[src/rtl/ldm_stm_seq.sv]
// ldm_stm_seq: ARM LDM/STM block-transfer sequencer feeding the register file.
// Define LDM_ABORT_EN to add a mem_abort input that ends a transfer with err.
module ldm_stm_seq #(
  parameter int unsigned ACK_TIMEOUT = 0
) (
  input  logic        clock,
  input  logic        reset,
  input  logic        start,
  input  logic [15:0] reg_list,
  input  logic [3:0]  base_sel,
  input  logic [31:0] base_val,
  input  logic        load,
  input  logic        up,
  input  logic        pre,
  input  logic        wb,
  output logic        busy,
  output logic        done,
  output logic        err,
  output logic [3:0]  sel_in,
  output logic [31:0] in_reg,
  output logic        rf_not_enable,
  output logic [3:0]  sel_p0,
  input  logic [31:0] p0,
  input  logic [3:0]  flags_cur,
  output logic [3:0]  flags_out,
  input  logic [31:0] pc_in,
  output logic        pc_we,
  output logic [31:0] pc_data,
  output logic        mem_req,
  output logic        mem_we,
  output logic [31:0] mem_addr,
  output logic [31:0] mem_wdata,
  input  logic [31:0] mem_rdata,
`ifdef LDM_ABORT_EN
  input  logic        mem_abort,
`endif
  input  logic        mem_ack
);

  localparam logic [2:0] S_IDLE  = 3'd0;
  localparam logic [2:0] S_SETUP = 3'd1;
  localparam logic [2:0] S_RDSEL = 3'd2;
  localparam logic [2:0] S_MEM   = 3'd3;
  localparam logic [2:0] S_WRITE = 3'd4;
  localparam logic [2:0] S_WB    = 3'd5;
  localparam logic [2:0] S_DONE  = 3'd6;

  logic [2:0]  state_q, state_d;
  logic [15:0] list_q, list_d;
  logic [31:0] base_q, base_d;
  logic [31:0] addr_q, addr_d;
  logic [31:0] data_q, data_d;
  logic [31:0] wait_q, wait_d;
  logic        first_q, first_d;
  logic        err_q, err_d;
  logic [3:0]  bsel_q;
  logic        load_q, up_q, pre_q, wb_q, bil_q;

  logic [3:0]  idx;
  logic [15:0] rest;
  logic [4:0]  cnt;
  logic [31:0] n4;
  logic [31:0] src;
  logic [2:0]  fin;
  logic        abort;
  logic        tmo;

  // Lowest set bit of the remaining list is the register in flight.
  always_comb begin
    idx = 4'd0;
    for (int i = 15; i >= 0; i--)
      if (list_q[i]) idx = 4'(i);
  end

  always_comb begin
    cnt = 5'd0;
    for (int i = 0; i < 16; i++)
      cnt = cnt + {4'd0, list_q[i]};
  end

  assign rest = list_q & ~(16'd1 << idx);
  assign n4   = {25'd0, cnt, 2'b00};
  assign src  = (idx == 4'd15) ? pc_in : p0;
  assign fin  = (wb_q && !(load_q && bil_q)) ? S_WB : S_DONE;
  assign tmo  = (ACK_TIMEOUT != 0) && (wait_q == ACK_TIMEOUT - 1);

`ifdef LDM_ABORT_EN
  assign abort = mem_abort;
`else
  assign abort = 1'b0;
`endif

  always_ff @(posedge clock or posedge reset) begin
    if (reset) begin
      bsel_q <= 4'd0;
      load_q <= 1'b0;
      up_q   <= 1'b0;
      pre_q  <= 1'b0;
      wb_q   <= 1'b0;
      bil_q  <= 1'b0;
    end else if (state_q == S_IDLE && start) begin
      bsel_q <= base_sel;
      load_q <= load;
      up_q   <= up;
      pre_q  <= pre;
      wb_q   <= wb;
      bil_q  <= reg_list[base_sel];
    end
  end

  always_comb begin
    state_d = state_q;
    list_d  = list_q;
    base_d  = base_q;
    addr_d  = addr_q;
    data_d  = data_q;
    wait_d  = wait_q;
    first_d = 1'b0;
    err_d   = err_q;
    unique case (state_q)
      S_IDLE: begin
        err_d = 1'b0;
        if (start) begin
          state_d = S_SETUP;
          list_d  = reg_list;
          base_d  = base_val;
        end
      end
      S_SETUP: begin
        case ({up_q, pre_q})
          2'b10:   addr_d = base_q;
          2'b11:   addr_d = base_q + 32'd4;
          2'b00:   addr_d = base_q - n4 + 32'd4;
          default: addr_d = base_q - n4;
        endcase
        // base_q now holds the final (written-back) base
        base_d = up_q ? base_q + n4 : base_q - n4;
        wait_d = 32'd0;
        if (cnt == 5'd0)  state_d = S_DONE;
        else if (load_q)  state_d = S_MEM;
        else              state_d = S_RDSEL;
      end
      S_RDSEL: begin
        state_d = S_MEM;
        first_d = 1'b1;
      end
      S_MEM: begin
        if (first_q && !load_q) data_d = src;
        if (mem_ack && abort) begin
          err_d   = 1'b1;
          state_d = S_DONE;
        end else if (mem_ack) begin
          addr_d = addr_q + 32'd4;
          wait_d = 32'd0;
          if (load_q) begin
            data_d  = mem_rdata;
            state_d = S_WRITE;
          end else begin
            list_d  = rest;
            state_d = (rest == 16'd0) ? fin : S_RDSEL;
          end
        end else if (tmo) begin
          err_d   = 1'b1;
          state_d = S_DONE;
        end else begin
          wait_d = wait_q + 32'd1;
        end
      end
      S_WRITE: begin
        list_d  = rest;
        state_d = (rest == 16'd0) ? fin : S_MEM;
      end
      S_WB:    state_d = S_DONE;
      S_DONE:  state_d = S_IDLE;
      default: state_d = S_IDLE;
    endcase
  end

  always_ff @(posedge clock or posedge reset) begin
    if (reset) begin
      state_q <= S_IDLE;
      list_q  <= 16'd0;
      base_q  <= 32'd0;
      addr_q  <= 32'd0;
      data_q  <= 32'd0;
      wait_q  <= 32'd0;
      first_q <= 1'b0;
      err_q   <= 1'b0;
    end else begin
      state_q <= state_d;
      list_q  <= list_d;
      base_q  <= base_d;
      addr_q  <= addr_d;
      data_q  <= data_d;
      wait_q  <= wait_d;
      first_q <= first_d;
      err_q   <= err_d;
    end
  end

  always_comb begin
    sel_in        = 4'd0;
    in_reg        = 32'd0;
    rf_not_enable = 1'b1;
    pc_we         = 1'b0;
    pc_data       = 32'd0;
    unique case (1'b1)
      (state_q == S_WRITE) && (idx == 4'd15): begin
        pc_we   = 1'b1;
        pc_data = data_q & ~32'd3;
      end
      (state_q == S_WRITE) && (idx != 4'd15): begin
        rf_not_enable = 1'b0;
        sel_in        = idx;
        in_reg        = data_q;
      end
      (state_q == S_WB): begin
        rf_not_enable = 1'b0;
        sel_in        = bsel_q;
        in_reg        = base_q;
      end
      default: ;
    endcase
  end

  // Store data is taken live from p0 on the first MEM cycle, then held.
  assign mem_req   = (state_q == S_MEM);
  assign mem_we    = mem_req && !load_q;
  assign mem_addr  = addr_q;
  assign mem_wdata = mem_we ? (first_q ? src : data_q) : 32'd0;
  assign sel_p0    = (state_q == S_RDSEL) ? idx : 4'd0;
  assign busy      = (state_q != S_IDLE);
  assign done      = (state_q == S_DONE);
  assign err       = done && err_q;
  assign flags_out = flags_cur;

endmodule

[config.mk]
export PLATFORM = sky130hd
export DESIGN_NAME = ldm_stm_seq
export DESIGN_NICKNAME = d
export VERILOG_FILES = /design/src/rtl/ldm_stm_seq.sv
export SDC_FILE = /design/constraint.sdc
export NUM_CORES = 1
export LEC_CHECK = 0
export CAP_MARGIN = 30
export CORE_UTILIZATION = 51
export DETAILED_ROUTE_END_ITERATION = 12
export PLACE_DENSITY = 0.89
export SLEW_MARGIN = 20
export SYNTH_ARGS = -nofsm -noshare
export SYNTH_HDL_FRONTEND = slang
export SYNTH_SLANG_ARGS = --single-unit
export TNS_END_PERCENT = 50
[constraint.sdc]
create_clock -name clock -period 8.9 [get_ports clock]
set_input_delay 1.78 -clock clock [delete_from_list [all_inputs] [get_ports clock]]
set_output_delay 1.78 -clock clock [all_outputs]
set_load 0.02 [all_outputs]
# After elaboration in Yosys (flattened, before gate mapping)

Cells that the tools add are included.

Bits of input ports: 160
Word-level logic and storage cells: 121
Output and inout port bits: 147
Register bits after elaboration: 125

Bitwise gates (word level): 2
Reduce and logical (&&, ||, !) cells: 22
Shift-type cells: 1
$lt $le $gt $ge: 1
Add/subtract/negate cells: 20
Equal/unequal tests: 13
Multiplexer cells: 50

Operators with widths:

| kind                  | number |
|---|---|
| $mux 32               | 10 |
| $pmux 32 s2           | 3 |
| $add 32x3->32 const B | 3 |
| $pmux 32 s3           | 1 |
| $mux 4                | 17 |
| $add 5x1->5           | 11 |
| $mux 16               | 3 |
| $pmux 16 s3           | 1 |
| $add 32x7->32         | 1 |
| $sub 32x7->32         | 1 |
| $mux 3                | 6 |
| $pmux 3 s6            | 1 |
| $and 16x16->16        | 1 |
| $logic_not 16->1      | 1 |
| $not 16->16           | 1 |
| $shl 1x4->16 const A  | 1 |
| $eq 3x3->1 const B    | 3 |
| $pmux 4 s2            | 1 |
| $logic_and 1x1->1     | 7 |
| $eq 3x2->1 const B    | 2 |
| $reduce_and 2->1      | 3 |
| $reduce_bool 3->1     | 2 |
| $add 4x1->5           | 1 |
| $logic_not 5->1       | 1 |
| 19 further kinds      | 27 |

# Longest topological paths before layout

Gate-level depths: netlist of run 1.

Depth after elaboration: 24
Gate-level depth with buffers: 27
Gate-level depth less buffers: 24

# Least setup slack after synthesis of run 1

OpenSTA, ideal clock, no wires.

Path kind: reg-to-reg
Start point: register list_q[5]
End point: register addr_q[23] (netlist: mem_addr[23])
Path slack: 2.383 ns
Stages on the path, launching flop included: 26
Period minus slack after synthesis: 6.517 ns
Data arrival time: 6.393 ns
Data required time: 8.776 ns
Buffers on the path: 2
Setup time: 0.124 ns
Cell sequence: dfrtp_1 clkbuf_1 inv_1 fa_1 inv_1 fa_1 fa_1 inv_1 fa_1 inv_1 ha_1 inv_1 fa_1 xor2_1 inv_1 ha_1 and2b_1 a2111oi_4 buf_4 nor2_1 a211oi_1 o2111ai_2 nor4_4 and4_1 nor3_1 o31a_1

Word-level cells in the longest chain between the ends: 15

Ends and longest elaborated chain:

| what                          | RTL line | text |
|---|---|---|
| start, declared               | 49       | `logic [15:0] list_q, list_d;` |
| start signal, assigned        | 191      | `list_q <= list_d;` |
| $add 5x1->5 (*) (11 in a row) | 78       | `cnt = cnt + {4'd0, list_q[i]};` |
| $sub 32x7->32 (*)             | 133, 134 |  |
| $add 32x3->32                 | 133      | `2'b00: addr_d = base_q - n4 + 32'd4;` |
| $pmux 32 s3 (*)               | 130      | `case ({up_q, pre_q})` |
| $pmux 32 s2 (*)               | 120      | `unique case (state_q)` |
| end signal, assigned          | 193      | `addr_q <= addr_d;` |
| end, declared                 | 51       | `logic [31:0] addr_q, addr_d;` |

Mark *: on every way between the ends. The rest lies on a longest branch, timed or not.
A chain may end at the register's enable or synchronous reset.

# Final worst setup path of run 1

Start point: register list_q[5]
End point: register addr_q[28] (netlist: mem_addr[28])

The elaborated chain is that of the path after synthesis.

==> metrics.md, run 1 <==
| Metric | Value |
|---|---|
| Worst-Margin Slew | `1010 ps` |
| Clock transition at path regs | `70 ps` |
| Routed wire per std cell | `23.7 um` |
| Syn Inst Count | `1639` |
| Top Family by Delay on Critical Path | `adder cells` |
| CP Launch Type | `flip-flop` |
| Area growth syn-to-layout | `29.8%` |
| Peak Freq | `138 MHz` |
| Vias in the first global route | `13200` |
| Min Clock Period, post-route | `7260 ps` |
| Leak Pwr | `6.06 nW` |
| Die height | `157 um` |
| Cell accounting for the most synthesized area | `dfrtp_1` |
| Slew Viols, Final | `0` |
| Setup TNS | `0 ps` |
| Final Net Count | `2034` |
| Slowest CP cell | `or4_1` |
| Worst Setup Path Type | `reg -> reg` |
| Std-Cell Rows | `56` |
| Cell variety after synth | `86` |
| Drt via density | `6.58` |
| Max clock buf depth | `2` |
| Total number of yosys warnings | `0` |
| CP dominant cell by count | `inv_1` |
| Most frequent cell after synthesis | `nor2_1` |
| Initial antenna violation count | `7` |
| Critical Path AT | `7590 ps` |
| Max VDD drop | `0.627 mV` |
| Setup violations, final | `0` |
| Top post-synthesis cells by area | `dfrtp_1 (26%), a21oi_1 (6.3%), nor2_1 (6.1%)` |
| Core area | `0.0235 mm2` |
| # IOs | `307` |
| Crit-path cells | `inv_1 > fa_1 > inv_1 > fa_1 > fa_1 > inv_1 > fa_1 > inv_1 > ha_1 > inv_1 > fa_1 > xor2_1 > inv_1 > ha_1 > and2b_1 > a2111oi_4 > nor4b_4 > xnor2_1 > or4_1 > nor4_4 > and4_1 > o31ai_1 > a21o_1` |
| Crit share post-route | `0.816` |
| DRT iter0 DRCs | `2003` |
| Max-Cap Viols | `0` |
| Hold Slack | `497 ps` |
| Die area | `0.0247 mm2` |
| CTS H-tree lvls | `4` |
| Synthesized area | `0.0123 mm2` |
| Drt first pass iters | `6` |
| Post-synthesis sequential area ratio | `0.255` |
| CTS-repair resized insts | `0` |
| CP bufs+invs | `6` |
| Global placer's final weighted congestion | `0.975` |
| Final antenna-violating net count | `0` |
| Status | `complete, no violations` |
| Max_slew headroom | `0.327` |
| Root Driver | `clkbuf_16` |
| Hold crit path type | `reg -> reg` |
| CTS Hold Bufs | `0` |
| Layout Skew | `14.0 ps` |
| First-pass GRT wire length | `78300 um` |
| Hold Fails Final Rpt | `0` |
| Mapped Avg Cell Area | `7.48 um2` |
| # DRC | `0` |
| CP Max Fanout | `10` |
| Port Buf Inserts | `295` |
| Worst Setup End Kind | `flip-flop` |
| #FFs+latches synth | `125` |
| Share of synthesized registers carrying an async set or reset | `1.00` |
| Post-synth EDFFs | `0` |
| Post-synth top cells | `nor2_1 (200), a21oi_1 (155), nand2_1 (138), dfrtp_1 (125), clkbuf_1 (107)` |
| Pwr Density | `511 mW/mm2` |
| Post-synth top area share | `0.255` |
| RSZ-0062 raised after global routing | `false` |
| Total Routing Usage GR | `0.419` |
| Num CTS Buffers | `17` |
| Fill cells | `1992` |
| Fraction of layout cells with a size suffix above 1 | `0.0739` |
| Final WL | `51700 um` |
| Register Area | `0.00313 mm2` |
| Ys flop type | `dfrtp_1` |
| Chip Width | `157 um` |
| Largest net degree at the start of global routing | `68` |
| Congestion Overflow GR | `0` |
| Area of the multi-input gates | `0.00836 mm2` |
| Postcts setup bufs | `0` |
| Worst path max stage delay | `720 ps` |
| Clock insertion delay at the later pin of the skew report | `440 ps` |
| DPL Wire Length | `38900 um` |
| CTS tree | `built` |
| Worst Path Required | `9230 ps` |
| Sinks on Clock Net | `125` |
| Routed vias | `14300` |
| Post-layout util | `0.676` |
| Starting density of the core | `0.521` |
placed cells by master, fill, tap and decap left out, types with 22 or more instances in the layout:
| master | count |
|---|---|
| nor4_1 | 22 |
| mux2_2 | 24 |
| mux2i_1 | 41 |
| or3_1 | 24 |
| nand3_1 | 60 |
| xnor2_1 | 34 |
| a31oi_1 | 35 |
| o22ai_1 | 34 |
| clkdlybuf4s50_1 | 295 |
| a21oi_1 | 154 |
| and2_1 | 36 |
| buf_4 | 24 |
| dfrtp_1 | 124 |
| inv_1 | 61 |
| nor2_1 | 195 |
| nand2_1 | 137 |
| nor3_1 | 39 |
| a22o_1 | 46 |
| o21ai_0 | 104 |
worst reg2reg max path, cell delays in order, from the launching register on:
cell       delay (ps)
dfrtp_1           480
inv_1             140
fa_1              560
inv_1              60
fa_1              460
fa_1              520
inv_1              50
fa_1              430
inv_1              70
ha_1              170
inv_1              70
fa_1              390
xor2_1            280
inv_1              80
ha_1              360
and2b_1           240
a2111oi_4         680
nor4b_4           120
xnor2_1           190
or4_1             720
nor4_4            530
and4_1            280
o31ai_1            70
a21o_1            200
power breakdown:
part / total [mW] / switching (mW) / internal (mW)
clock: 0.727 / 0.325 / 0.402
combinational: 6.03 / 3.70 / 2.33
sequential: 1.37 / 0.544 / 0.827
metrics by stage:
stage / setup WS, ps / cells / area (um2) / power, mW
2_1_floorplan: 2380 / 1641 / 12300 / 5.38
3_3_place_gp: 1890 / 2137 / 15200 / 7.01
3_5_place_dp: 1770 / 2139 / 15300 / 7.13
4_1_cts: 1720 / 2171 / 15900 / 7.91
5_1_grt: 1310 / 2179 / 15900 / 8.66
6_report: 1640 / 2180 / 15900 / 8.13
layer usage:
layer,up-vias,GRT usage,share of wire
li1,6362,-,-
met1,6779,0.584,0.41
met2,1061,0.605,0.43
met3,146,0.105,0.12
met4,0,0.195,0.040
met5,-,0,0
state kept, by name (all words and copies together) (netlist names):
signal	flops
list_q	16
bil_q	1
load_q	1
up_q	1
bsel_q	4
mem_addr	32
wb_q	1
state_q	3
base_q	32
first_q	1
pre_q	1
data_q	32
area by class of cell:
type,count,area share
Antenna cell,7,0.00110
Inverter,63,0.0150
Tap cell,319,0.0251
Clock inverter,14,0.00920
Clock buffer,18,0.0276
Sequential cell,125,0.197
Multi-Input combinational cell,1311,0.525
Timing Repair Buffer,323,0.200
final timing paths:
kind / start / endpoint / slack, ps / cells past startpoint
setup reg to reg: list_q[5] / mem_addr[28] / 1640 / 23
hold reg to reg: bsel_q[0] / bsel_q[0] / 500 / 2
min in group asynchronous: reset / mem_addr[3] / 1740 / 2
max in group asynchronous: reset / base_q[16] / 5520 / 4
hold / removal: bsel_q[0] / bsel_q[0] / 500 / 2
setup / recovery: list_q[5] / mem_addr[28] / 1640 / 23
logic make-up after synthesis:
logic type                 share of synthesized area
and+or+nand+nor                                0.259
AOI/OAI and AO/OA                              0.274
buffers and inverters                         0.0680
DFF                                            0.255
muxes                                         0.0647
xor gates and xnor gates                      0.0385
adders and majority gates                     0.0410
other                                       0.000306
(Power assumes the default switching activity.)
==> inputs of run 2 (changes only) <==
CORE_UTILIZATION = 46   (was 51)
PLACE_DENSITY = 0.86   (was 0.89)
clock period = 6.5 ns   (was 8.9 ns; I/O delays follow)
==> run 2 against run 1 <==
The flow now finishes with violations (design-rule violations). Sequential power is 35% higher. Total power is 47% higher. Wire length is 1.7% higher. Critical endpoint is now mem_addr[19]. Sequential share of layout area is 0.63 points lower. Global-route usage is 3.7 points lower. Setup slack worse by 1400 ps. Die area is 11% higher. Via count is 0.19% higher. Clock power is 29% higher. First-iteration DRC count is 11% lower. Cell area is 3.3% higher.
==> metrics.md, run 2 (same netlist as run 1, synthesis figures left out) <==
| Metric | Value |
|---|---|
| Setup TNS | `0 ps (unchanged)` |
| DP Worst Slack | `-108 ps (-1880 ps)` |
| Area growth syn-to-layout | `34.1%` |
| Worst Setup Path Type | `reg -> reg` |
| RSZ-0062 raised after global routing | `true` |
| Layout Skew | `11.2 ps (-2.78 ps)` |
| Most common cell after layout, fill and taps aside | `clkdlybuf4s50_1` |
| Worst Reg2Reg Path Length in Cells | `25 (+8.7%)` |
| Post-layout util | `0.629 (-0.0468)` |
| DRT iter0 DRCs | `1790 (-11%)` |
| Leak Pwr | `6.35 nW (+4.8%)` |
| CTS Hold Bufs | `0 (unchanged)` |
| Sinks on Clock Net | `125 (unchanged)` |
| Final WL | `52600 um (+1.7%)` |
| Failing checks | `design-rule violations` |
| CTS H-tree lvls | `4 (unchanged)` |
| Final Net Count | `2089 (+2.7%)` |
| CP Launch Type | `flip-flop` |
| Worst-Margin Slew | `990 ps (-14.6 ps)` |
| Max VDD drop | `0.922 mV (+47%)` |
| Routed wire per std cell | `23.4 um (-1.2%)` |
| Std-Cell Rows | `59 (+5.4%)` |
| Max clock buf depth | `2 (unchanged)` |
| DPL Wire Length | `39700 um (+2.1%)` |
| Core area | `0.0261 mm2 (+11%)` |
| # DRC | `8 (+8)` |
| Total Routing Usage GR | `0.382 (-0.0369)` |
| Hold path cells | `2 (unchanged)` |
| Max-Cap Viols | `0 (unchanged)` |
| Hold crit path type | `reg -> reg` |
| Slew Viols, Final | `0 (unchanged)` |
| Hold Fails Final Rpt | `0 (unchanged)` |
| Slowest CP cell | `or4b_4` |
| Largest net degree at the start of global routing | `68 (unchanged)` |
| Routed vias | `14400 (+0.19%)` |
| CTS tree | `built` |
| Worst path max stage delay | `590 ps (-130 ps)` |
| Pwr Density | `726 mW/mm2 (+42%)` |
| Min Clock Period, post-route | `6310 ps (-958 ps)` |
| First-pass GRT wire length | `78900 um (+0.75%)` |
| Starting density of the core | `0.469 (-0.0516)` |
| CP dominant cell by count | `inv_1` |
| Clock transition at path regs | `60 ps (about the same)` |
| Num CTS Buffers | `17 (unchanged)` |
| Highest-count cells in the layout ignoring fill and taps | `clkdlybuf4s50_1 (295), nor2_1 (194), a21oi_1 (152)` |
| Final antenna-violating net count | `0 (unchanged)` |
| Worst Path Required | `6810 ps (-2420 ps)` |
| Port Buf Inserts | `295 (unchanged)` |
| Status | `finished with violations` |
| # IOs | `307 (unchanged)` |
| Drt via density | `6.40 (-2.7%)` |
| Global placer's final weighted congestion | `0.990 (+1.6%)` |
| Drt first pass iters | `9 (+3)` |
| Fraction of layout cells with a size suffix above 1 | `0.111 (+0.0372)` |
| Die area | `0.0273 mm2 (+11%)` |
| Critical Path AT | `6620 ps (-970 ps)` |
| Final setup margin | `193 ps (-1440 ps)` |
| Congestion Overflow GR | `0 (unchanged)` |
| Max_slew headroom | `0.337 (+0.0103)` |
| Vias in the first global route | `13100 (-1.2%)` |
| Clock insertion delay at the later pin of the skew report | `430 ps (about the same)` |
| Peak Freq | `159 MHz (+15%)` |
| CP Max Fanout | `8 (-2)` |
| Root Driver | `clkbuf_16` |
| Die height | `165 um (+5.2%)` |
| Crit share post-route | `0.970 (+0.154)` |
| Setup violations, final | `0 (unchanged)` |
| Initial antenna violation count | `1 (-6)` |
| Chip Width | `165 um (+5.2%)` |
| Worst Setup End Kind | `flip-flop` |
| Hold Slack | `482 ps (-14.5 ps)` |
==> run 2: area by class of cell <==
cell class | count | area (um2)
Antenna cell | 1 | 2.50
Clock buffer | 20 | 447
Clock inverter | 12 | 113
Fill cell | 2367 | 9690
Inverter | 63 | 239
Multi-Input combinational cell | 1311 | 8470
Sequential cell | 125 | 3130
Tap cell | 335 | 419
Timing Repair Buffer | 378 | 3620
==> run 2: worst paths after layout <==
path / start / end / slack (ps)
max: list_q[11] / mem_addr[19] / 190
min: mem_addr[0] / mem_addr[0] / 480
max reg2reg: list_q[11] / mem_addr[19] / 190
min reg2reg: mem_addr[0] / mem_addr[0] / 480
max in group asynchronous: reset / mem_addr[19] / 3840
min in group asynchronous: reset / data_q[3] / 1270
==> run 2: stage by stage <==
step / instances / cell area, um2 / total power [mW]
after global routing: 2245 / 16400 / 12.8
after CTS: 2234 / 16200 / 11.2
after detailed placement: 2202 / 15600 / 10.2
after floorplan: 1641 / 12300 / 7.37
final: 2245 / 16400 / 11.9
after global placement: 2198 / 15600 / 9.93
==> run 2: report_power, final <==
part	internal, mW	switching, mW	total (mW)
combinational	3.77	5.38	9.16
sequential	1.13	0.713	1.85
clock	0.539	0.398	0.938
==> run 2: per-layer routing <==
layer	vias up	global-route usage	share of wire
met4	0	0.133	0.033
li1	6473	-	-
met2	876	0.567	0.44
met5	-	0	0
met1	6904	0.538	0.42
met3	122	0.0892	0.11
==> run 2: what timing repair did <==
item                                    in CTS  in global routing
hold endpoints to repair                     0                  0
endpoints found under the setup margin      12                 25
pin swaps                                    0                 10
cloned                                       0                  1
resized for setup                            3                 30
setup buffers                                0                  6
==> run 2: worst max-delay path: cells and delay by family (launching register included) <==
family                     cells  cell delay, ps
DFF                            1             400
buffers and inverters          8             650
xor gates and xnor gates       2             270
and+or+nand+nor                5            1380
adders and majority gates      7            2770
AOI/OAI and AO/OA              3             690
